File: config.mk
export PLATFORM = sky130hd
export DESIGN_NAME = comm_sym_ctrl
export DESIGN_NICKNAME = d
export VERILOG_FILES = /design/src/rtl/comm_pkg.sv /design/src/rtl/comm_sym_ctrl.sv
export SDC_FILE = /design/constraint.sdc
export NUM_CORES = 1
export LEC_CHECK = 0
export CAP_MARGIN = 40
export CORE_AREA = 4 4 81 83
export CTS_BUF_LIST = sky130_fd_sc_hd__clkbuf_8
export DETAILED_ROUTE_END_ITERATION = 7
export DIE_AREA = 0 0 85 87
export GPL_TIMING_DRIVEN = 0
export HOLD_SLACK_MARGIN = 0.12
export PLACE_DENSITY = 0.8
export RECOVER_POWER = 100
export SKIP_CTS_REPAIR_TIMING = 1
export SLEW_MARGIN = 20
export SYNTH_ARGS = -nofsm -noshare
export SYNTH_HDL_FRONTEND = slang
export SYNTH_SLANG_ARGS = --single-unit
File: constraint.sdc
create_clock -name CLK -period 3.7 [get_ports CLK]
set_clock_uncertainty 0.2 [all_clocks]
set_input_delay 0.37 -clock CLK [delete_from_list [all_inputs] [get_ports CLK]]
set_output_delay 0.37 -clock CLK [all_outputs]
set_load 0.05 [all_outputs]
File: src/rtl/comm_pkg.sv
`default_nettype none
// +----------------------------------------------------------------------------+
// | Module  : comm_pkg                                                          |
// | Purpose : Shared constants and types for the OFDM receive chain.            |
// |           State encodings of the symbol scheduler, default datapath sizes   |
// |           (also used by the rescale and fft64 instantiations) and a         |
// |           saturating 8-bit increment helper.                                |
// | Ports   : none (package)                                                    |
// | Rev     : 1.0  initial release                                              |
// +----------------------------------------------------------------------------+
package comm_pkg;

  localparam logic [1:0] ST_IDLE  = 2'd0;
  localparam logic [1:0] ST_GUARD = 2'd1;
  localparam logic [1:0] ST_DATA  = 2'd2;
  localparam logic [1:0] ST_SKIP  = 2'd3;

  localparam int NFFT_DEF   = 64;
  localparam int CP_LEN_DEF = 16;
  localparam int WIDTH_DEF  = 11;

  typedef enum logic [1:0] {
    S_IDLE  = ST_IDLE,
    S_GUARD = ST_GUARD,
    S_DATA  = ST_DATA,
    S_SKIP  = ST_SKIP
  } sym_state_t;

  function automatic logic [7:0] sat_inc8(input logic [7:0] v);
    return (v == 8'hFF) ? v : v + 8'd1;
  endfunction

endpackage
`default_nettype wire

File: src/rtl/comm_sym_ctrl.sv
`default_nettype none
// +----------------------------------------------------------------------------+
// | Module  : comm_sym_ctrl                                                     |
// | Purpose : Symbol scheduler between rescale and fftfifo. Aligns to frame     |
// |           sync, strips the cyclic prefix and forwards NFFT samples per      |
// |           symbol, dropping whole symbols when the FIFO lacks room.          |
// | Ports   : CLK, RST (async, active-low)                                      |
// |           sync_i, valid_i, ar_i, ai_i, fifo_level_i   - inputs              |
// |           wr_en_o, ar_o, ai_o                          - FIFO write side    |
// |           sym_start_o, frame_done_o, sym_idx_o,                             |
// |           drop_cnt_o, busy_o                           - status             |
// | Rev     : 1.0  initial release                                              |
// +----------------------------------------------------------------------------+
module comm_sym_ctrl
  import comm_pkg::*;
#(
  parameter int WIDTH      = WIDTH_DEF,
  parameter int NFFT       = NFFT_DEF,
  parameter int CP_LEN     = CP_LEN_DEF,
  parameter int SYMS       = 8,
  parameter int FIFO_DEPTH = 128
) (
  input  logic                    CLK,
  input  logic                    RST,
  input  logic                    sync_i,
  input  logic                    valid_i,
  input  logic signed [WIDTH-1:0] ar_i,
  input  logic signed [WIDTH-1:0] ai_i,
  input  logic [7:0]              fifo_level_i,
  output logic                    wr_en_o,
  output logic signed [WIDTH-1:0] ar_o,
  output logic signed [WIDTH-1:0] ai_o,
  output logic                    sym_start_o,
  output logic                    frame_done_o,
  output logic [7:0]              sym_idx_o,
  output logic [7:0]              drop_cnt_o,
  output logic                    busy_o
);

  localparam logic [7:0] C_CP_LAST   = 8'(CP_LEN - 1);
  localparam logic [7:0] C_NFFT_LAST = 8'(NFFT - 1);
  localparam logic [7:0] C_SYM_LAST  = 8'(SYMS - 1);

  sym_state_t              r_state, w_state_nx;
  logic [7:0]              r_cnt, w_cnt_nx;
  logic [7:0]              r_idx, w_idx_nx;
  logic [7:0]              r_drop, w_drop_nx;
  logic                    r_wr, w_wr_nx;
  logic                    r_start, w_start_nx;
  logic                    r_done, w_done_nx;
  logic signed [WIDTH-1:0] r_ar, w_ar_nx;
  logic signed [WIDTH-1:0] r_ai, w_ai_nx;

  // State/count as seen by the current sample: a sync in this cycle puts the
  // coincident sample at CP position 0 regardless of where we were.
  sym_state_t              w_st;
  logic [7:0]              w_cnt;
  logic                    w_free_ok;

  // Room for a full symbol: FIFO_DEPTH - level >= NFFT.
  assign w_free_ok = ({24'd0, fifo_level_i} + 32'(NFFT)) <= 32'(FIFO_DEPTH);

  always_ff @(posedge CLK or negedge RST) begin
    if (!RST) begin
      r_state <= S_IDLE;
      r_cnt   <= 8'd0;
      r_idx   <= 8'd0;
      r_drop  <= 8'd0;
      r_wr    <= 1'b0;
      r_start <= 1'b0;
      r_done  <= 1'b0;
      r_ar    <= '0;
      r_ai    <= '0;
    end else begin
      r_state <= w_state_nx;
      r_cnt   <= w_cnt_nx;
      r_idx   <= w_idx_nx;
      r_drop  <= w_drop_nx;
      r_wr    <= w_wr_nx;
      r_start <= w_start_nx;
      r_done  <= w_done_nx;
      r_ar    <= w_ar_nx;
      r_ai    <= w_ai_nx;
    end
  end

  always_comb begin
    w_state_nx = r_state;
    w_cnt_nx   = r_cnt;
    w_idx_nx   = r_idx;
    w_drop_nx  = r_drop;
    w_wr_nx    = 1'b0;
    w_start_nx = 1'b0;
    w_done_nx  = 1'b0;
    w_ar_nx    = r_ar;
    w_ai_nx    = r_ai;
    w_st       = r_state;
    w_cnt      = r_cnt;

    if (sync_i) begin
      // Abandoning a symbol that was being written or skipped counts as a drop.
      if (r_state == S_DATA || r_state == S_SKIP) begin
        w_drop_nx = sat_inc8(r_drop);
      end
      w_st       = S_GUARD;
      w_cnt      = 8'd0;
      w_state_nx = S_GUARD;
      w_cnt_nx   = 8'd0;
      w_idx_nx   = 8'd0;
    end

    if (valid_i) begin
      case (w_st)
        S_GUARD: begin
          if (w_cnt == C_CP_LAST) begin
            w_cnt_nx = 8'd0;
            if (w_free_ok) begin
              w_state_nx = S_DATA;
            end else begin
              w_state_nx = S_SKIP;
              w_drop_nx  = sat_inc8(w_drop_nx);
            end
          end else begin
            w_cnt_nx = w_cnt + 8'd1;
          end
        end
        S_DATA, S_SKIP: begin
          if (w_st == S_DATA) begin
            w_wr_nx    = 1'b1;
            w_start_nx = (w_cnt == 8'd0);
            w_ar_nx    = ar_i;
            w_ai_nx    = ai_i;
          end
          if (w_cnt == C_NFFT_LAST) begin
            w_cnt_nx = 8'd0;
            if (r_idx == C_SYM_LAST) begin
              w_state_nx = S_IDLE;
              w_done_nx  = 1'b1;
            end else begin
              w_idx_nx   = r_idx + 8'd1;
              w_state_nx = S_GUARD;
            end
          end else begin
            w_cnt_nx = w_cnt + 8'd1;
          end
        end
        default: ;
      endcase
    end
  end

  assign wr_en_o      = r_wr;
  assign ar_o         = r_ar;
  assign ai_o         = r_ai;
  assign sym_start_o  = r_start;
  assign frame_done_o = r_done;
  assign sym_idx_o    = r_idx;
  assign drop_cnt_o   = r_drop;
  assign busy_o       = (r_state != S_IDLE);

endmodule
`default_nettype wire

* Word-level counts from Yosys, hierarchy flattened *
Cells that the tools add are included.

word-level totals
  flip-flop bits (word level) = 51
  output and inout bits = 42

operators by class
  equality and inequality tests = 10
  reductions and logical operators = 5
  add/subtract/negate cells = 5
  muxes and demuxes = 35
  magnitude comparators = 1

operator list
  cell                                                  count
  2-to-1 mux 8 bit                                      17
  adder 8 x 1 -> 8 bit (second input constant)          4
  equality test 8 bit (second input constant)           2
  one-hot mux 8 bit (2 select lines)                    1
  2-to-1 mux 1 bit                                      12
  adder 8 x 7 -> 9 bit (second input constant)          1
  <= comparator 9 x 8 -> 1 bit (second input constant)  1
  equality test 2 bit (second input constant)           4
  equality test 8 x 3 -> 1 bit (second input constant)  1
  equality test 8 x 4 -> 1 bit (second input constant)  1
  equality test 8 x 6 -> 1 bit (second input constant)  1
  zero test 8 bit                                       1
  2-to-1 mux 2 bit                                      4
  one-hot mux 2 bit (2 select lines)                    1
  AND reduction 3 bit                                   1
  equality test 2 x 1 -> 1 bit (second input constant)  1
  nonzero test 2 bit                                    1
  OR reduction 2 bit                                    1
  logical OR 1 bit                                      1

* Depth between registers and ports, before layout *
Gate-level depths: netlist (run 1).

  depth in word-level cells = 10
  gate-level depth with buffers = 12
  depth with buffers taken out = 10

* Worst setup path after synthesis (run 1) *
Ideal clock, no wire load.

  path kind = register to register
  from = reg r_drop[0], in the netlist drop_cnt_o[0]
  to = reg r_drop[1], in the netlist drop_cnt_o[1]
  setup time = 0.125 ns
  data arrival time = 3.012 ns
  path buffers = 0
  cell stages (with the launch flop) = 11
  setup slack = 0.363 ns
  cell sequence = dfrtp_1 -> ha_1 -> nand4_2 -> o21ai_1 -> mux2_2 -> ha_1 -> nand3_1 -> a21oi_2 -> a31o_4 -> a31oi_2 -> mux2_4

between the ends
  longest elaborated chain between the ends = 10
  elaborated cells on any way between the ends = 12
  those cells by class = add/sub (2); eq/ne (2); mux (8)

ends and longest elaborated chain
  item                                                                RTL line              text
  start: declaration                                                  comm_sym_ctrl.sv:47   logic [7:0] r_drop, w_drop_nx;
  start signal: assignment                                            comm_sym_ctrl.sv:78   r_drop <= w_drop_nx;
  adder 8 x 1 -> 8 bit / equality test 8 bit (equally long branches)  comm_pkg.sv:30        return (v == 8'hFF) ? v : v + 8'd1;
  2-to-1 mux 8 bit                                                    comm_pkg.sv:30
  2-to-1 mux 8 bit                                                    comm_sym_ctrl.sv:102  if (r_state == S_DATA || r_state == S_SKIP) begin
  2-to-1 mux 8 bit (*)                                                comm_sym_ctrl.sv:100  if (sync_i) begin
  adder 8 x 1 -> 8 bit / equality test 8 bit (equally long branches)  comm_pkg.sv:30
  2-to-1 mux 8 bit                                                    comm_pkg.sv:30
  2-to-1 mux 8 bit                                                    comm_sym_ctrl.sv:117  if (w_free_ok) begin
  2-to-1 mux 8 bit                                                    comm_sym_ctrl.sv:115  if (w_cnt == C_CP_LAST) begin
  2-to-1 mux 8 bit                                                    comm_sym_ctrl.sv:113  case (w_st)
  2-to-1 mux 8 bit (*)                                                comm_sym_ctrl.sv:112  if (valid_i) begin
  net w_drop_nx[1]                                                    comm_sym_ctrl.sv:47

Mark *: on every way through the listed nets, which the timed path passes. The rest lies on a longest branch.
A chain may end at the register's enable or synchronous reset.

* Final worst setup path (run 1) *
  from = in sync_i
  to = reg r_cnt[3]

between the ends
  longest elaborated chain between the ends = 5
  elaborated cells on any way between the ends = 13
  those cells by class = add/sub (1); eq/ne (5); mux (6); reduce/logical (1)

ends and longest elaborated chain
  item                                                         RTL line                                    text
  start: declaration                                           comm_sym_ctrl.sv:25                         input logic sync_i,
  2-to-1 mux 8 bit / 2-to-1 mux 2 bit (equally long branches)  comm_sym_ctrl.sv:100
  adder 8 x 1 -> 8 bit (tied with other cells)                 comm_sym_ctrl.sv:124, comm_sym_ctrl.sv:144
  2-to-1 mux 8 bit (tied with other cells)                     comm_sym_ctrl.sv:134                        if (w_cnt == C_NFFT_LAST) begin
  one-hot mux 8 bit (2 select lines)                           comm_sym_ctrl.sv:113
  2-to-1 mux 8 bit (*)                                         comm_sym_ctrl.sv:112
  net w_cnt_nx[3]                                              comm_sym_ctrl.sv:45                         logic [7:0] r_cnt, w_cnt_nx;
  end signal: assignment                                       comm_sym_ctrl.sv:76                         r_cnt <= w_cnt_nx;
  end: declaration                                             comm_sym_ctrl.sv:45

Marked as above.

==> results.json, run 1 <==
{
  "status": "finished, final reports clean",
  "min_period_ns": 3.344,
  "gp_congestion": 0.8328,
  "final_common_cell": "dfrtp_1",
  "ys_seq_area_share_pct": 44.72,
  "cp_top_family": "simple AND/OR/NAND/NOR gates",
  "syn_nets": 304,
  "busiest_layer": "met2",
  "rsz0062_at_grt": "no",
  "required_ns": 3.69,
  "r2r_end": "drop_cnt_o[1]",
  "avgRoutedWirePerCell_um": 15.29,
  "min-delay-start": "ar_o[10]",
  "clkLatencyLatePin_ns": 0.30,
  "synth.top_cell.area_share_pct": 44.72,
  "fin_util_pct": 64.67,
  "ioPinCount": 76,
  "crit_buf_inv": 4,
  "worstHoldPathCells": 1,
  "antenna_found_initial": 0,
  "rows": 28,
  "first_global_vias": 2308,
  "drc": 0,
  "dp_slack_ns": 0.1900,
  "met3_usage_pct": 3.690,
  "die_h_um": 87,
  "tightest_slew_ns": 1.226,
  "hold_violations": 0,
  "startpoint_type": "input port",
  "clkTransAtPathRegs_ns": 0.09,
  "hp-class": "reg -> reg",
  "nets": 387,
  "cts-root-buf": "clkbuf_8",
  "layout.cells.most_common_list": "51 x dfrtp_1, 44 x dlygate4sd3_1, 31 x clkdlybuf4s50_1, 24 x mux2_2, 19 x nor2_1",
  "firstDrtPassIters": 4,
  "cts_num_sinks": 51,
  "htreeDepth": 2,
  "async_flop_share_pct": 100.0,
  "r2r-start": "drop_cnt_o[0]",
  "ys_top_cells_by_area": "dfrtp_1 45%, mux2_2 9.5%, mux2i_1 2.8%",
  "path_cells": "dlygate4sd3_1, buf_6, clkbuf_1, nand2b_1, inv_1, ha_1, nand4b_4, or3_1, o21a_1, nor3_2, or2_0, nor2_1",
  "wirelength_um": 6467,
  "layout-drive-gt1-share_pct": 15.23,
  "synth_cell_type_count": 59,
  "cts_buffers": 5,
  "postRouteAntennaNets": 0,
  "report.final.slew_viol_count": 0,
  "n_antenna_cell": 0,
  "gr-total-overflow": 0,
  "timing.fmax_ghz": 0.2991,
  "drt_iter0_drc": 98,
  "netSwitchingPower_uw": 216.4,
  "cp_slowest_stage_delay_ns": 0.61,
  "fin_ws_ns": 0.3564,
  "grtUsageMet2_pct": 30.93,
  "final_cells": 423,
  "grtUsageMet1_pct": 23.14,
  "synth_top_cell_by_area": "dfrtp_1",
  "place.port_buffers": 75,
  "arrival_ns": 3.34,
  "cts_tree": "done",
  "tns_ns": 0,
  "initial_core_util_pct": 48.78,
  "syn_area_mm2": 0.002854,
  "endpoint_kind": "register",
  "grt_pass1_wl_um": 10840,
  "final.period_utilization_pct": 90.37,
  "core_area_mm2": 0.005851,
  "p_int_uw": 799.1,
  "syn-instance-count": 265,
  "hold_end": "ar_o[10]",
  "path_class": "in -> reg",
  "syn_to_final_growth_pct": 32.57,
  "dp_hpwl_um": 4802,
  "ir_drop_mv": 0.2020,
  "design_area_mm2": 0.003784,
  "yosysWarningCount": 0,
  "synth_seq_cells": 51,
  "num_vias": 2371,
  "reg2reg_slack_ns": 0.36,
  "placed_area_mm2": 0.003696,
  "comb_power_share_pct": 7.1,
  "synthFlopType": "dfrtp_1",
  "clkPwrFrac_pct": 37.5,
  "grt_max_degree": 52,
  "cap_violations": 0,
  "reg2regPathDepth": 10,
  "viasPerCell": 5.605,
  "leakagePower_nw": 1.822,
  "place_inst": 415,
  "postSynthAreaPerCell_um2": 10.77,
  "gr-usage-all-layers_pct": 17.86,
  "dieArea_mm2": 0.007395,
  "critPathSlowestCell": "dlygate4sd3_1",
  "finalSetupViolCount": 0,
  "die_x_um": 85,
  "p_seq_share_pct": 55.4,
  "p_per_area_mw_per_mm2": 268.4,
  "path_max_fanout": 10,
  "swShare_pct": 21.31,
  "max_slew_margin_pct": 18.25,
  "max-clock-path-buffers": 2,
  "synth_edf_count": 0
}
state kept, by name (all words and copies together) (netlist names):
| signal | cells |
|---|---|
| sym_idx_o | 8 |
| drop_cnt_o | 8 |
| r_state | 2 |
| sym_start_o | 1 |
| r_cnt | 8 |
| ai_o | 11 |
| wr_en_o | 1 |
| frame_done_o | 1 |
| ar_o | 11 |
power by group through the flow:
stage	Clock, mW	Sequential (mW)	Combinational, mW
finish	0.381	0.562	0.0723
global route	0.409	0.563	0.0798
CTS	0.393	0.562	0.0741
detailed placement	0	0.574	0.0739
global placement	0	0.574	0.0730
floorplan	0	0.573	0.0215
kinds of logic (layout without fill, tap and decap cells):
group / Yosys count / in the layout / synth area share [%]
AO/OA/AOI/OAI: 46 / 46 / 11.84
buffers and inverters: 19 / 102 / 3.726
multiplexers: 34 / 34 / 13.20
adder cells (fa/ha/maj): 5 / 5 / 2.192
XOR/XNOR: 9 / 9 / 2.762
flip-flops: 51 / 51 / 44.72
AND/OR/NAND/NOR: 101 / 101 / 21.57
area by class of cell:
class / instances / area, um2
multi-input cells: 195 / 1448
flip-flops and latches: 51 / 1276
clock buffers: 5 / 68.82
plain buffers: 12 / 77.57
repair buffers: 76 / 755.7
well taps: 75 / 93.84
inverters: 7 / 26.28
clock inverters: 2 / 37.54
fillers: 468 / 2067
through the flow:
stage                     power (mW)  hold slack (ns)
after detailed placement      0.6474           0.2357
after global routing           1.052           0.3235
final                          1.015           0.3037
after global placement        0.6466           0.2886
after floorplan               0.5948          -0.1256
after CTS                      1.029         -0.09824
worst max path at each step:
stage                     depth (start not counted)           from  slack [ns]            end
final                                            12         sync_i        0.36       r_cnt[3]
after global routing                             10  drop_cnt_o[0]        0.12  drop_cnt_o[1]
after CTS                                        10  drop_cnt_o[0]        0.43  drop_cnt_o[1]
after detailed placement                         13         sync_i        0.19  drop_cnt_o[6]
after global placement                           13         sync_i        0.19  drop_cnt_o[6]
after floorplan                                  10  drop_cnt_o[0]        0.36  drop_cnt_o[1]
synth_stat cells (4+ instances only):
master / instances
xor2_1: 6
nand2b_1: 5
a21oi_1: 10
ha_1: 5
o21ai_1: 4
mux2_2: 24
inv_1: 7
nand4_1: 8
and3_1: 4
and2_1: 5
buf_2: 4
dfrtp_1: 51
nand2_1: 18
mux2i_1: 8
a31oi_1: 11
nor2b_1: 7
nand3_1: 8
nor4_1: 4
nor2_1: 19
metal layers:
layer,routed length [um],vias to the layer above,share of wire (%)
li1,-,1130,-
met1,2846,1133,44
met2,3079,99,48
met3,472,9,7.3
met4,68,0,1.1
met5,0,-,0
No activity file was read; power rests on OpenSTA's default activity.
==> run 2, diff against run 1 <==
CORE_AREA = 4 4 83 85   (was 4 4 81 83)
DIE_AREA = 0 0 87 89   (was 0 0 85 87)
HOLD_SLACK_MARGIN = 0.15   (was 0.12)
PLACE_DENSITY = 0.77   (was 0.8)
==> results.json, run 2 (synthesis gave the netlist of run 1 again) <==
{
  "startpoint_type": "input port",
  "gr-total-overflow": 0,
  "initial_core_util_pct": 46.00,
  "fill_cells": 530,
  "num_vias": 2373,
  "reg2regPathDepth": 10,
  "first_global_vias": 2412,
  "core_area_mm2": 0.006205,
  "fin_hold_ws_ns": 0.3025,
  "endpoint": "r_cnt[3]",
  "placed_area_mm2": 0.003699,
  "finalSetupViolCount": 0,
  "required_ns": 3.69,
  "rows": 29,
  "cts-root-buf": "clkbuf_8",
  "clkTransAtPathRegs_ns": 0.09,
  "min-delay-start": "ar_o[9]",
  "r2r-start": "drop_cnt_o[0]",
  "place_inst": 417,
  "setup.worst_path.start": "sync_i",
  "place.port_buffers": 75,
  "layout.cells.most_common_list": "51 x dfrtp_1, 44 x dlygate4sd3_1, 31 x clkdlybuf4s50_1, 24 x mux2_2, 19 x nor2_1",
  "dieArea_mm2": 0.007743,
  "cts_buffers": 5,
  "final_common_cell": "dfrtp_1",
  "final.period_utilization_pct": 91.79,
  "die_h_um": 89,
  "leakagePower_nw": 1.783,
  "ioPinCount": 76,
  "die_x_um": 87,
  "tns_ns": 0,
  "grt_pass1_wl_um": 11050,
  "r2r_end": "drop_cnt_o[1]",
  "layout-drive-gt1-share_pct": 14.37,
  "clkLatencyLatePin_ns": 0.30,
  "max-clock-path-buffers": 2,
  "drt_iter0_drc": 86,
  "firstDrtPassIters": 4,
  "report.final.slew_viol_count": 0,
  "final_cells": 425,
  "design_area_mm2": 0.003761,
  "path_max_fanout": 10,
  "grt_max_degree": 52,
  "antenna_found_initial": 0,
  "gr-usage-all-layers_pct": 17.57,
  "path_class": "in -> reg",
  "max_slew_margin_pct": 17.35,
  "htreeDepth": 2,
  "avgRoutedWirePerCell_um": 15.24,
  "nets": 387,
  "postRouteAntennaNets": 0,
  "p_per_area_mw_per_mm2": 269.7,
  "tightest_slew_ns": 1.240,
  "cts_num_sinks": 51,
  "arrival_ns": 3.39,
  "n_antenna_cell": 0,
  "timing.fmax_ghz": 0.2944,
  "dp_hpwl_um": 4901,
  "syn_to_final_growth_pct": 31.78,
  "gp_congestion": 0.7818,
  "endpoint_kind": "register",
  "cap_violations": 0,
  "ir_drop_mv": 0.1924,
  "drc": 0,
  "hold_violations": 0,
  "hp-class": "reg -> reg",
  "cts_tree": "done",
  "viasPerCell": 5.584,
  "wirelength_um": 6476,
  "rsz0062_at_grt": "no",
  "status": "finished, final reports clean",
  "min_period_ns": 3.396,
  "reg2reg_slack_ns": 0.31
}
[run 2: changes by cell type in the layout (fill, tap and decap cells not counted), sizes merged]
cell / before / now
buf: 7 / 6
clkbuf: 11 / 12
[run 2: critical path: stages]
cell and delay [ns]:
dlygate4sd3_1 0.61, buf_6 0.17, clkbuf_1 0.22, nand2b_1 0.23, inv_1 0.09, ha_1 0.18, nand4b_1 0.23, or3_1 0.51
o21a_1 0.22, nor3_2 0.31, or2_0 0.18, nor2_1 0.06
[run 2: through the flow]
stage	power [mW]	setup WS, ns	utilization (%)
6_report	1.014	0.3038	60.62
5_1_grt	1.051	0.1170	60.62
4_1_cts	1.030	0.3952	61.32
3_5_place_dp	0.6493	0.1494	59.61
3_3_place_gp	0.6472	0.1643	59.65
2_1_floorplan	0.5948	0.3635	-
[run 2: metal layers]
metal	global-route usage [%]	wire (um)	up-vias
li1	-	-	1147
met3	3.779	533	8
met4	5.099	68	0
met2	29.74	3106	108
met1	22.70	2768	1110
met5	0	0	-
[run 2: cell type report]
type / count / area (um2) / area share [%]
buffer: 12 / 73.82 / 1.963
inverter: 7 / 26.28 / 0.6986
timing repair buffer: 76 / 755.7 / 20.09
clock inverter: 2 / 37.54 / 0.9980
multi-input combinational: 195 / 1426 / 37.92
clock buffer: 5 / 68.82 / 1.830
sequential: 51 / 1276 / 33.93
tap: 77 / 96.34 / 2.562
[run 2: report_power, final]
group          internal (mW)  leakage [nW]  switching (mW)  total [mW]
logic                 0.0408          1.03          0.0327      0.0735
clock network          0.198        0.0502           0.180       0.378
registers              0.560         0.704         0.00249       0.563
total                  0.799          1.78           0.215        1.01
[run 2: worst min path at each step]
| stage | endpoint | slack, ns | cells past startpoint |
|---|---|---|---|
| 2_1_floorplan | ai_o[0] | -0.13 | 0 |
| 5_1_grt | ar_o[2] | 0.33 | 1 |
| 3_5_place_dp | r_cnt[3] | 0.24 | 1 |
| 4_1_cts | drop_cnt_o[0] | -0.1 | 1 |
| 6_report | ar_o[9] | 0.30 | 1 |
| 3_3_place_gp | ar_o[9] | 0.29 | 1 |
